==> config.mk <==
export PLATFORM = sky130hd
export DESIGN_NAME = ni_packet_sender
export DESIGN_NICKNAME = d
export VERILOG_FILES = /design/src/rtl/noc_pkg.sv /design/src/rtl/noc_flit_out_reg.sv /design/src/rtl/ni_packet_sender.sv
export SDC_FILE = /design/constraint.sdc
export NUM_CORES = 1
export LEC_CHECK = 0
export ABC_AREA = 1
export CORE_UTILIZATION = 48
export CTS_BUF_LIST = sky130_fd_sc_hd__clkbuf_4
export DETAILED_ROUTE_END_ITERATION = 7
export PLACE_DENSITY_LB_ADDON = 0.2
export SYNTH_ARGS = -nofsm -noshare
export SYNTH_HDL_FRONTEND = slang
export SYNTH_SLANG_ARGS = --single-unit
==> constraint.sdc <==
create_clock -name clock -period 1.9 [get_ports clock]
set_input_delay 0.38 -clock clock [delete_from_list [all_inputs] [get_ports clock]]
set_output_delay 0.38 -clock clock [all_outputs]
set_load 0.005 [all_outputs]
==> src/rtl/noc_pkg.sv <==
// Shared NoC link types: default flit width, flit type and sender FSM states.
package noc_pkg;

  localparam int FLIT_WIDTH_DEF = 16;

  typedef logic [FLIT_WIDTH_DEF-1:0] flit_t;

  typedef enum logic [2:0] {
    IDLE,
    HDR,
    SIZE,
    PAYLOAD,
    DONE
  } sender_state_t;

endpackage

==> src/rtl/noc_flit_out_reg.sv <==
// Output holding register for a credit-based link transmitter.
// A loaded flit stays on data_out with tx=1 until an edge where credit_i=1.
// ready flags that the register is empty or draining, so it can be loaded now.
module noc_flit_out_reg #(
  parameter int WIDTH = 16
) (
  input  logic             clock,
  input  logic             reset,
  input  logic             load,
  input  logic [WIDTH-1:0] load_data,
  input  logic             credit_i,
  output logic             tx,
  output logic [WIDTH-1:0] data_out,
  output logic             ready
);

  assign ready = ~tx | credit_i;

  // Load a new flit, otherwise drop tx once the held flit has been taken.
  always_ff @(posedge clock or negedge reset) begin
    if (!reset) begin
      tx       <= 1'b0;
      data_out <= '0;
    end else if (load) begin
      tx       <= 1'b1;
      data_out <= load_data;
    end else if (credit_i) begin
      tx       <= 1'b0;
    end
  end

endmodule

==> src/rtl/ni_packet_sender.sv <==
// Network-interface packet sender: emits header (target), size and payload
// flits into a router local port over a credit-based link.
// Optional build macro NI_SENDER_SRC_HDR_EN: the sender inserts its own
// ADDRESS as the first payload flit and reports req_size+1 (saturating).
module ni_packet_sender
  import noc_pkg::*;
#(
  parameter int                    FLIT_WIDTH = FLIT_WIDTH_DEF,
  parameter logic [FLIT_WIDTH-1:0] ADDRESS    = 'h0011
) (
  input  logic                  clock,
  input  logic                  reset,
  input  logic                  req_valid,
  output logic                  req_ready,
  input  logic [FLIT_WIDTH-1:0] req_target,
  input  logic [FLIT_WIDTH-1:0] req_size,
  input  logic                  pl_valid,
  output logic                  pl_ready,
  input  logic [FLIT_WIDTH-1:0] pl_data,
  output logic                  clock_tx,
  output logic                  tx,
  output logic [FLIT_WIDTH-1:0] data_out,
  input  logic                  credit_i,
  output logic                  busy,
  output logic                  pkt_sent
);

`ifdef NI_SENDER_SRC_HDR_EN
  localparam bit SRC_HDR = 1'b1;
`else
  localparam bit SRC_HDR = 1'b0;
`endif

  sender_state_t         state;
  logic [FLIT_WIDTH-1:0] count;
  logic                  load;
  logic [FLIT_WIDTH-1:0] load_data;
  logic                  out_ready;
  logic                  xfer;
  logic                  accept;
  logic                  pl_fire;

  // Size flit value when the sender adds its own source flit; never wraps.
  function automatic logic [FLIT_WIDTH-1:0] sat_inc(input logic [FLIT_WIDTH-1:0] v);
    return (&v) ? v : v + 1'b1;
  endfunction

  assign clock_tx  = clock;
  assign xfer      = tx & credit_i;
  assign req_ready = (state == IDLE);
  assign accept    = req_valid & req_ready;
  assign pl_fire   = pl_valid & pl_ready;

  // Payload is pulled only when a flit slot is free this cycle; in SIZE the
  // first payload flit is pulled as the size flit leaves, so no bubble.
  always_comb begin
    pl_ready = 1'b0;
    case (state)
      SIZE:    pl_ready = !SRC_HDR && (count != '0) && xfer;
      PAYLOAD: pl_ready = (count != '0) && out_ready;
      default: pl_ready = 1'b0;
    endcase
  end

  // Select what enters the output register this cycle.
  always_comb begin
    load      = 1'b0;
    load_data = '0;
    case (state)
      IDLE: begin
        load      = accept;
        load_data = req_target;
      end
      HDR: begin
        load      = xfer;
        load_data = SRC_HDR ? sat_inc(count) : count;
      end
      SIZE: begin
        if (SRC_HDR) begin
          load      = xfer;
          load_data = ADDRESS;
        end else begin
          load      = pl_fire;
          load_data = pl_data;
        end
      end
      PAYLOAD: begin
        load      = pl_fire;
        load_data = pl_data;
      end
      default: begin
        load      = 1'b0;
        load_data = '0;
      end
    endcase
  end

  // Packet sequencing; count holds the host payload flits still to accept.
  always_ff @(posedge clock or negedge reset) begin
    if (!reset) begin
      state    <= IDLE;
      count    <= '0;
      busy     <= 1'b0;
      pkt_sent <= 1'b0;
    end else begin
      pkt_sent <= 1'b0;
      case (state)
        IDLE: begin
          if (accept) begin
            count <= req_size;
            busy  <= 1'b1;
            state <= HDR;
          end
        end
        HDR: begin
          if (xfer) state <= SIZE;
        end
        SIZE: begin
          if (xfer) begin
            if (!SRC_HDR && (count == '0)) begin
              state    <= DONE;
              busy     <= 1'b0;
              pkt_sent <= 1'b1;
            end else begin
              state <= PAYLOAD;
            end
            if (pl_fire) count <= count - 1'b1;
          end
        end
        PAYLOAD: begin
          if (pl_fire) begin
            count <= count - 1'b1;
          end else if ((count == '0) && out_ready) begin
            state    <= DONE;
            busy     <= 1'b0;
            pkt_sent <= 1'b1;
          end
        end
        DONE: begin
          state <= IDLE;
        end
        default: begin
          state <= IDLE;
        end
      endcase
    end
  end

  noc_flit_out_reg #(
    .WIDTH(FLIT_WIDTH)
  ) u_out_reg (
    .clock    (clock),
    .reset    (reset),
    .load     (load),
    .load_data(load_data),
    .credit_i (credit_i),
    .tx       (tx),
    .data_out (data_out),
    .ready    (out_ready)
  );

endmodule

**Word-level counts from Yosys, hierarchy flattened**

Index checks and enable logic that the tools add are counted.

- Add/subtract/negate cells: 1
- Multiply operators: 0
- Div/mod/pow operators: 0
- Magnitude comparators: 0
- Equality and inequality tests: 9
- Shift operators: 0
- Muxes and demuxes: 27
- Bitwise logic cells: 5
- Reduce and logical (&&, ||, !) cells: 12

Operators by type and width:

| kind | count |
|---|---|
| one-hot mux 16 bit (3 select lines) | 2 |
| two-way mux 16 bit | 3 |
| two-way mux 3 bit | 6 |
| logical NOT 16 bit | 1 |
| nonzero test 16 bit | 1 |
| subtractor 16 x 1 -> 16 bit, second input constant | 1 |
| one-hot mux 3 bit (4 select lines) | 1 |
| two-way mux 1 bit | 11 |
| != test 2 bit, second input constant | 5 |
| equality test 3 x 2 -> 1 bit, second input constant | 2 |
| one-hot mux 1 bit (3 select lines) | 2 |
| AND reduction 6 bit | 1 |
| AND reduction 5 bit | 1 |
| one-hot mux 1 bit (2 select lines) | 2 |
| AND 1 bit | 3 |
| equality test 3 x 1 -> 1 bit, second input constant | 1 |
| logical AND 1 bit | 3 |
| logical NOT 3 bit | 1 |
| AND reduction 3 bit | 1 |
| nonzero test 3 bit | 1 |
| != test 2 x 1 -> 1 bit, second input constant | 1 |
| nonzero test 2 bit | 1 |
| OR reduction 2 bit | 1 |
| inverter 1 bit | 1 |
| bitwise OR 1 bit | 1 |

- Register bits after elaboration: 38
- Bits in latches: 0
- Bits in writable memories: 0
- Bits in read-only memories: 0
- Input port bits: 53
- Output and inout bits: 22
- Word-level logic and storage cells: 60
- Memories: 0

**Longest topological paths before layout**

Gate-level depths: netlist (run 1).

- Depth after elaboration: 8
- Gate-level depth with buffers: 13
- Gate-level depth less buffers: 12

**Cells and area by module**

From an unflattened synthesis (run 1), not the netlist that was laid out.

- Cell total of the unflattened synthesis: 354
- Area, all modules: 2407.3 µm²

Modules (own cells, without submodules):

| module | instances | cells an instance | area an instance (µm²) | sequential area each (µm²) |
|---|---|---|---|---|
| ni_packet_sender | 1 | 282 | 1731.7 | 525.5 |
| noc_flit_out_reg | 1 | 72 | 675.6 | 425.4 |

==> metrics.txt, run 1 <==
status finished, violations left; failing checks setup timing; largest net degree at the start of global routing 29; capturing point of the worst reg2reg path u_out_reg.data_out[10]; fin util 0.731; clock latency on the worst-skew pair 0.46 ns; sequential element share of the synthesized area 0.401; placed insts 503; die span in x 72.3 um; vias 2671; Final min period 1.96 ns; synth warn 0; setup TNS -0.0567 ns; Initial Util 0.499; RSZ-0062 raised after global routing yes; Gate Count Post-Synth 353; Worst R2R Path Depth 13; Setup WS post-layout -0.0567 ns; First-pass DRT Iterations 5; fin nets 507; Starting DRT DRC Count 224; Synth Area in XOR/XNOR 0.0111; Die ar. 5230 um^2; Buffers on Ports 74; Hold WS 0.376 ns; max-cap viol count 0; fmax 0.511 GHz; first-pass GRT wire length 10900 um; vias in the first global route 2418; I/O pin count 75; Setup CP Type reg2out; syn nets 407; largest family of logic cells by synthesized area simple AND/OR/NAND/NOR gates; core area 4750 um^2; Pwr Density 1590 nW/um^2; Hold/Removal Path Class in2async; post-synthesis mux area share 0; met3 wire len 428 um; largest fanout on the critical path 3; Startpoint Class flip-flop; CTS tree yes; Final Setup Violations 1; commonest non-fill, non-tap cells in the layout nand2_1 (158), clkdlybuf4s50_1 (70), dfrtp_1 (38); Die H 72.3 um; Post-Syn Area 2370 um^2; via/cell ratio 5.13; Slew HR 0.710; Filler cells 404; post-synthesis simple-gate area fraction 0.368; Design Area, Final 3470 um^2; Slew Limit Fails 0; Seq cells post-synth 38; CP Cell Sequence inv_2 > ha_4 > nand2_4 > nor2_4 > nand2_2 > and2_4 > buf_6; P_leak 1.70 nW; sequential cell area 951 um^2; CP max-delay cell dfrtp_1; Cell variety after synth 30; layout cells sized above 1 0.141; initial antenna violation count 0; R2R setup slack 0.17 ns; met1 WL 2920 um; critical path required time 1.52 ns; met2 WL post-DR 3170 um; crit share post-route 1.03; Post-Layout Cell Count 521; RR Startpoint count[1]; Max stage delay on crit path 0.41 ns; Worst Tran Pin Value 0.435 ns; Power, Total 5.51 mW; adder-cell share of the synthesized area 0.00527; uppermost routed layer met4; Remaining DRCs 0; Cell Area, Placed 3300 um^2; final setup skew 0.0129 ns; Setup WS pre-CTS -0.228 ns; area delta synth->final 46.4%; Hold Violations, Final 0; Overflow after GRT 0; post-route ant nets 0; Total Wirelength 6640 um; Final HPWL DP 4900 um; overall routing resource usage 0.273; row cnt 25; Synth Area in Compound Gates 0.130; Arr. time, crit path 1.58 ns; Clk pin slew, worst setup/hold paths 0.12 ns; routability cong. 0.974; Max VDD drop 0.000906 V; critical path capture point type output port; Multi-input gate area 1260 um^2; commonest non-fill, non-tap cell in the layout nand2_1; wire per inst 12.7 um; ant diodes 0; Avg Inst Size Synth 6.72 um^2
[synth_stat cells]
| master | number | area [um^2] |
|---|---|---|
| clkbuf_1 | 7 | 26.3 |
| o21ai_0 | 22 | 110 |
| inv_1 | 29 | 109 |
| a21oi_1 | 5 | 25.0 |
| nor2_1 | 22 | 82.6 |
| nand3_1 | 16 | 80.1 |
| dfrtp_1 | 38 | 951 |
| or2_2 | 1 | 6.26 |
| a22oi_1 | 1 | 7.51 |
| ha_1 | 1 | 12.5 |
| nand2_1 | 160 | 601 |
| nand2_2 | 3 | 18.8 |
| nor3_1 | 3 | 15.0 |
| xor2_1 | 3 | 26.3 |
| buf_2 | 5 | 25.0 |
| nand4_1 | 2 | 12.5 |
| nand2_4 | 1 | 11.3 |
| nor2_4 | 1 | 11.3 |
| a32oi_1 | 1 | 8.76 |
| nor2_2 | 2 | 12.5 |
| inv_2 | 3 | 11.3 |
| a21o_1 | 1 | 7.51 |
| o211ai_1 | 18 | 135 |
| and2_1 | 2 | 12.5 |
| buf_4 | 1 | 7.51 |
| nand3_2 | 1 | 10.0 |
| buf_8 | 1 | 15.0 |
| o22ai_1 | 1 | 6.26 |
| a21boi_0 | 1 | 7.51 |
| clkinv_4 | 1 | 8.76 |
[routing by layer]
metal  up-vias  track usage
met5         -            0
met3        12       0.0375
met2       116        0.436
met4         0        0.137
met1      1223        0.363
li1       1320            -
[where the power goes]
part           leakage (nW)  internal (mW)  switching [mW]
Clock                0.0521          0.243           0.297
Combinational          1.17           1.55            1.97
Sequential            0.475           1.19           0.255
[cells by family (layout without fill, tap and decap cells)]
group / Yosys count / count (layout)
and+or+nand+nor: 214 / 214
AOI/OAI and AO/OA: 50 / 50
buffers and inverters: 47 / 148
DFF: 38 / 38
xor gates and xnor gates: 3 / 3
adders and majority gates: 1 / 1
[worst max-delay path by stage]
stage               from                    end  cells after the start  slack [ns]
2_1_floorplan   count[0]  u_out_reg.data_out[0]                     12        0.30
3_3_place_gp    credit_i               pl_ready                      5       -0.21
3_5_place_dp    credit_i               pl_ready                      5       -0.23
4_1_cts        count[10]               pl_ready                      6       -0.07
5_1_grt         count[4]               pl_ready                      6       -0.14
6_report        count[1]               pl_ready                      7       -0.06
[critical path, delay by kind of cell (launching register included)]
family | cells | cell delay, ns
adders and majority gates | 1 | 0.16
and+or+nand+nor | 4 | 0.36
DFF | 1 | 0.41
buffers and inverters | 2 | 0.18
[registers in the layout, indices dropped and copies added (netlist names)]
register,cells
state,3
busy,1
pkt_sent,1
u_out_reg.data_out,16
count,16
u_out_reg.tx,1
[cell type report]
class | instances | area share
flip-flops and latches | 38 | 0.274
clock inverters | 2 | 0.00252
multi-input cells | 268 | 0.363
well taps | 67 | 0.0241
repair buffers | 103 | 0.278
clock buffers | 10 | 0.0220
inverters | 33 | 0.0371
[timing repair]
action                                  CTS  global route
pin swaps                                 4             0
endpoints found under the setup margin    3             1
endpoints found under the hold margin    17             0
hold buffers                              1             0
buffers inserted                          4             2
resized for setup                        15             5
(Power assumes the default switching activity.)
==> run 2, diff against run 1 <==
--- a/config.mk
+++ b/config.mk
@@ -9,7 +9,9 @@
 export CORE_UTILIZATION = 48
 export CTS_BUF_LIST = sky130_fd_sc_hd__clkbuf_4
 export DETAILED_ROUTE_END_ITERATION = 7
+export GPL_ROUTABILITY_DRIVEN = 0
 export PLACE_DENSITY_LB_ADDON = 0.2
+export RECOVER_POWER = 100
 export SYNTH_ARGS = -nofsm -noshare
 export SYNTH_HDL_FRONTEND = slang
 export SYNTH_SLANG_ARGS = --single-unit
==> run 2 against run 1 <==
Compared with the run above:
- the flow still finishes with violations (setup timing)
- clock-buffer cell count is 1 lower
- cell area hardly changed
- worst hold slack better by 0.098 ns
- sequential share of layout area hardly changed
- critical path depth stayed put
- register-to-register slack worse by 0.16 ns
- worst setup slack better by 0.0058 ns
==> metrics.txt, run 2 (synthesis gave the netlist of run 1 again) <==
Final min period 1.95 ns (-0.00581 ns); Worst Tran Pin Value 1.09 ns (+0.656 ns); CP max-delay cell dfrtp_1; failing checks setup timing; via/cell ratio 5.07 (-1.0%); largest fanout on the critical path 2 (-1); first-pass GRT wire length 11000 um (+0.57%); commonest non-fill, non-tap cells in the layout nand2_1 (159), clkdlybuf4s50_1 (51), dfrtp_1 (38); largest net degree at the start of global routing 29 (unchanged); Design Area, Final 3470 um^2 (about the same); Hold/Removal Path Class reg2reg; Final HPWL DP 4890 um (-0.29%); Largest regs count (16), u_out_reg.data_out (16), state (3); fmax 0.513 GHz (+0.30%); layout cells sized above 1 0.139 (-0.00154); Overflow after GRT 0 (unchanged); vias 2669 (-0.075%); Hold Violations, Final 0 (unchanged); Slew HR 0.273 (-0.438); critical path required time 1.52 ns (about the same); Remaining DRCs 0 (unchanged); max-cap viol count 0 (unchanged); Clk pin slew, worst setup/hold paths 0.12 ns (about the same); initial antenna violation count 0 (unchanged); Initial Util 0.499 (unchanged); fin util 0.731 (about the same); Final Setup Violations 1 (unchanged); P_leak 1.73 nW (+1.9%); Starting DRT DRC Count 194 (-13%); Die H 72.3 um (unchanged); Startpoint Class flip-flop; status finished, violations left; Setup WS post-layout -0.0509 ns (+0.00581 ns); row cnt 25 (unchanged); Max stage delay on crit path 0.41 ns (about the same); Arr. time, crit path 1.57 ns (about the same); critical path capture point type output port; Buffers on Ports 74 (unchanged); commonest non-fill, non-tap cell in the layout nand2_1; CTS tree yes; Total Wirelength 6650 um (+0.12%); Setup CP Type reg2out; First-pass DRT Iterations 4 (-1); die span in x 72.3 um (unchanged); final setup skew 0.00823 ns (-0.00463 ns); Slew Limit Fails 0 (unchanged); fin nets 512 (+0.99%); wire per inst 12.6 um (-0.83%); Pwr Density 1560 nW/um^2 (-1.7%); crit share post-route 1.03 (-0.00306); core area 4750 um^2 (unchanged); CP Cell Sequence inv_2 > ha_4 > nand2_4 > nor2_4 > nand2_2 > and2_1 > clkbuf_2; Cell Area, Placed 3310 um^2 (+0.30%); post-route ant nets 0 (unchanged); clock latency on the worst-skew pair 0.47 ns (about the same); Max VDD drop 0.000779 V (-14%); RSZ-0062 raised after global routing yes; vias in the first global route 2426 (+0.33%); overall routing resource usage 0.274 (+0.00143); ant diodes 0 (unchanged); area delta synth->final 46.3% (about the same); Setup WS pre-CTS -0.210 ns (+0.0181 ns); I/O pin count 75 (unchanged); Die ar. 5230 um^2 (unchanged)
[run 2: cell types whose count changed in the layout (fill, tap and decap cells not counted), moves of 2 or more]
cell,delta
clkdlybuf4s50_1,-19
dlygate4sd3_1,+19
clkbuf_2,+5
clkbuf_1,+2
[run 2: final timing paths]
kind                                         from                      to  slack, ns  cells past startpoint
min in group asynchronous                   reset                count[5]       0.62                      2
max reg2reg                              count[1]  u_out_reg.data_out[13]       0.01                     13
max                                      count[1]                pl_ready      -0.05                      7
max in group asynchronous                   reset                    busy       0.41                      3
min                        u_out_reg.data_out[15]  u_out_reg.data_out[15]       0.47                      2
min reg2reg                u_out_reg.data_out[15]  u_out_reg.data_out[15]       0.47                      2
[run 2: area by class of cell]
| class | count | area, um^2 |
|---|---|---|
| inverters | 33 | 129 |
| clock inverters | 3 | 16.3 |
| well taps | 67 | 83.8 |
| repair buffers | 108 | 970 |
| clock buffers | 9 | 68.8 |
| flip-flops and latches | 38 | 951 |
| multi-input cells | 268 | 1250 |
| fillers | 427 | 1280 |
[run 2: where the power goes]
| group | total, mW | internal, mW | switching (mW) |
|---|---|---|---|
| clock network | 0.538 | 0.227 | 0.311 |
| logic | 3.44 | 1.47 | 1.98 |
| registers | 1.43 | 1.19 | 0.240 |
| total | 5.42 | 2.89 | 2.53 |
[run 2: worst max-delay path, delay by kind of cell (launching register included)]
family / cells / cell delay (ns)
fa+ha+maj: 1 / 0.15
buf+inv: 2 / 0.19
flops: 1 / 0.41
simple gates: 4 / 0.34
[run 2: timing repair]
| action | in CTS | in global routing |
|---|---|---|
| cloned | 0 | 0 |
| resized for setup | 15 | 2 |
| hold buffers | 1 | 0 |
| endpoints found under the hold margin | 17 | 0 |
| setup endpoints to repair | 3 | 2 |
| setup buffers | 6 | 2 |
| pin swaps | 5 | 1 |
[run 2: layer usage]
metal / share of wire / track usage / up-vias
met5: 0 / 0 / -
li1: - / - / 1333
met4: 0.013 / 0.115 / 0
met2: 0.47 / 0.435 / 97
met3: 0.064 / 0.0431 / 13
met1: 0.46 / 0.374 / 1226
[run 2: through the flow]
stage	hold WS [ns]	total power, mW	std cells	setup TNS, ns
finish	0.474	5.42	526	-0.0509
global route	0.502	5.96	526	-1.27
CTS	0.386	5.48	524	-0.120
detailed placement	0.348	4.82	506	-1.30
global placement	0.345	4.73	506	-1.12
floorplan	0.0844	3.49	353	0
==> RTL edit (flow settings as in run 1) <==
Put a register stage on the output `tx`. The value now appears one clock later. The other outputs are not delayed to match.
--- a/src/rtl/ni_packet_sender.sv
+++ b/src/rtl/ni_packet_sender.sv
@@ -25,6 +25,8 @@
   output logic                  pkt_sent
 );
 
+  logic tx_d;
+
 `ifdef NI_SENDER_SRC_HDR_EN
   localparam bit SRC_HDR = 1'b1;
 `else
@@ -46,7 +48,7 @@
   endfunction
 
   assign clock_tx  = clock;
-  assign xfer      = tx & credit_i;
+  assign xfer      = tx_d & credit_i;
   assign req_ready = (state == IDLE);
   assign accept    = req_valid & req_ready;
   assign pl_fire   = pl_valid & pl_ready;
@@ -154,10 +156,14 @@
     .load     (load),
     .load_data(load_data),
     .credit_i (credit_i),
-    .tx       (tx),
+    .tx       (tx_d),
     .data_out (data_out),
     .ready    (out_ready)
   );
 
+  always_ff @(posedge clock) begin
+    tx <= tx_d;
+  end
+
 endmodule
 
Behaviour: not the same (Yosys sat finds a counterexample within 4 cycles, from zero or initial values and one cycle with reset low).
==> RTL edit against run 1 <==
- the flow still finishes with violations (negative setup slack)
- sequential cell count up 1
- design area up 6.3%
- cell count up 2.5%
- register-to-register slack worse by 0.10 ns
- area after synthesis up 0.84%
- total power up 12%
- clock skew down 0.0026 ns
- fmax down 5.7%
- setup slack worse by 0.12 ns
- wire length up 20%
- critical path type unchanged
- largest cell class unchanged
- highest routed layer unchanged
==> RTL edit: results (changes against run 1) <==
cells_and_area:
  buffers: 115  # +12%
  multi_input_area_um2: 1320  # +4.4%
  nClkBuffers: 9  # -1
  buf_share_pct: 29.3  # +1.5 points
  drive_gt1_share_pct: 18.2  # +4.1 points
  n_fill_cell: 359  # -11%
  seq_area_um2: 971  # +2.1%
status:
  outcome: "finished, violations left"
  violations: "negative setup slack"
synthesis:
  synth_compound_area_share_pct: 12.9  # -0.11 points
  synthTopCellsByArea: "dfrtp_1 40%, nand2_1 25%, o211ai_1 5.6%"
  synthXorXnorAreaFrac_pct: 1.10  # -0.0093 points
  synthAdderAreaFrac_pct: 0.523  # -0.0044 points
  yosysSeqAreaShare_pct: 40.6  # +0.50 points
  syn_nets: 408  # +0.25%
  ys_types: 31  # +3.3%
sta:
  worst_slack_ns: -0.175  # -0.118 ns
  hold_ws_ns: 0.434  # +0.0576 ns
  setup_tns_ns: -0.175  # -0.118 ns
  fin_worst_skew_ns: 0.0102  # -0.00264 ns
  setup_viol: 1  # unchanged
  relSlewSlack_pct: 66.3  # -4.7 points
global_routing:
  grt_first_pass_wirelength_um: 12100  # +11%
  track_usage_pct: 30.2  # +2.9 points
  grt_max_degree: 39  # +34%
  first_global_vias: 2600  # +7.5%
placed_design:
  hpwl_um: 4940  # +0.80%
  placed_area_um2: 3320  # +0.61%
  gp_congestion: 0.928  # -4.8%
power_and_ir_drop:
  ir_drop_v: 0.000958  # +5.7%
  p_leak_uw: 0.00181  # +6.3%
  power.switching_uw: 2820  # +12%
critical_path:
  reg2reg_slack_ns: 0.07  # -0.10 ns
  max_stage_delay_ns: 0.44  # +0.03 ns
  rr_worst_depth: 12  # -1
  worst_ep_arrival_time_ns: 1.69  # +0.11 ns
routing:
  wl_per_cell_um: 14.9  # +17%
  routed_via_density: 5.36  # +4.5%
  dr.first_iter.drc_count: 206  # -8.0%
## RTL edit: cell families after synthesis
kind of cell	count (synthesis)
compound gates	50
xor+xnor	3
fa+ha+maj	1
buf+inv	47
flops	39
simple gates	214
## RTL edit: worst paths after layout
check,end,startpoint
setup / recovery,pl_ready,count[6]
max in group asynchronous,state[0],reset
min in group asynchronous,u_out_reg.data_out[3],reset
hold reg to reg,tx,u_out_reg.tx
setup reg to reg,u_out_reg.data_out[3],count[6]
hold / removal,tx,u_out_reg.tx
## RTL edit: routing by layer
metal	vias up	GRT usage, %	wire length (um)
met5	-	0	0
met4	0	14.2	213
met3	30	6.91	699
met2	192	47.0	3890
met1	1292	40.0	3160
li1	1346	-	-
## RTL edit: power by group through the flow
stage | combinational [uW] | sequential [uW] | clock, uW
2_1_floorplan | 2010 | 1480 | 34.1
3_3_place_gp | 3210 | 1490 | 44.3
3_5_place_dp | 3300 | 1510 | 44.3
4_1_cts | 3670 | 1470 | 686
5_1_grt | 4410 | 1520 | 738
6_report | 4010 | 1490 | 676
## RTL edit: what timing repair did
| item | 4_1_cts | 5_1_grt |
|---|---|---|
| hold buffers | 1 | 0 |
| pin swaps | 9 | 14 |
| gates resized for setup | 15 | 26 |
| endpoints found under the hold margin | 38 | 0 |
| setup endpoints to repair | 19 | 39 |
| setup buffers | 20 | 6 |
## RTL edit: per-stage QoR
stage | setup slack, ns | util [%] | std cells
3_5_place_dp | -0.224 | 69.9 | 504
4_1_cts | -0.157 | 76.3 | 536
3_3_place_gp | -0.208 | 69.9 | 504
6_report | -0.175 | 77.7 | 534
2_1_floorplan | 0.300 | - | 354
5_1_grt | -0.265 | 77.7 | 534
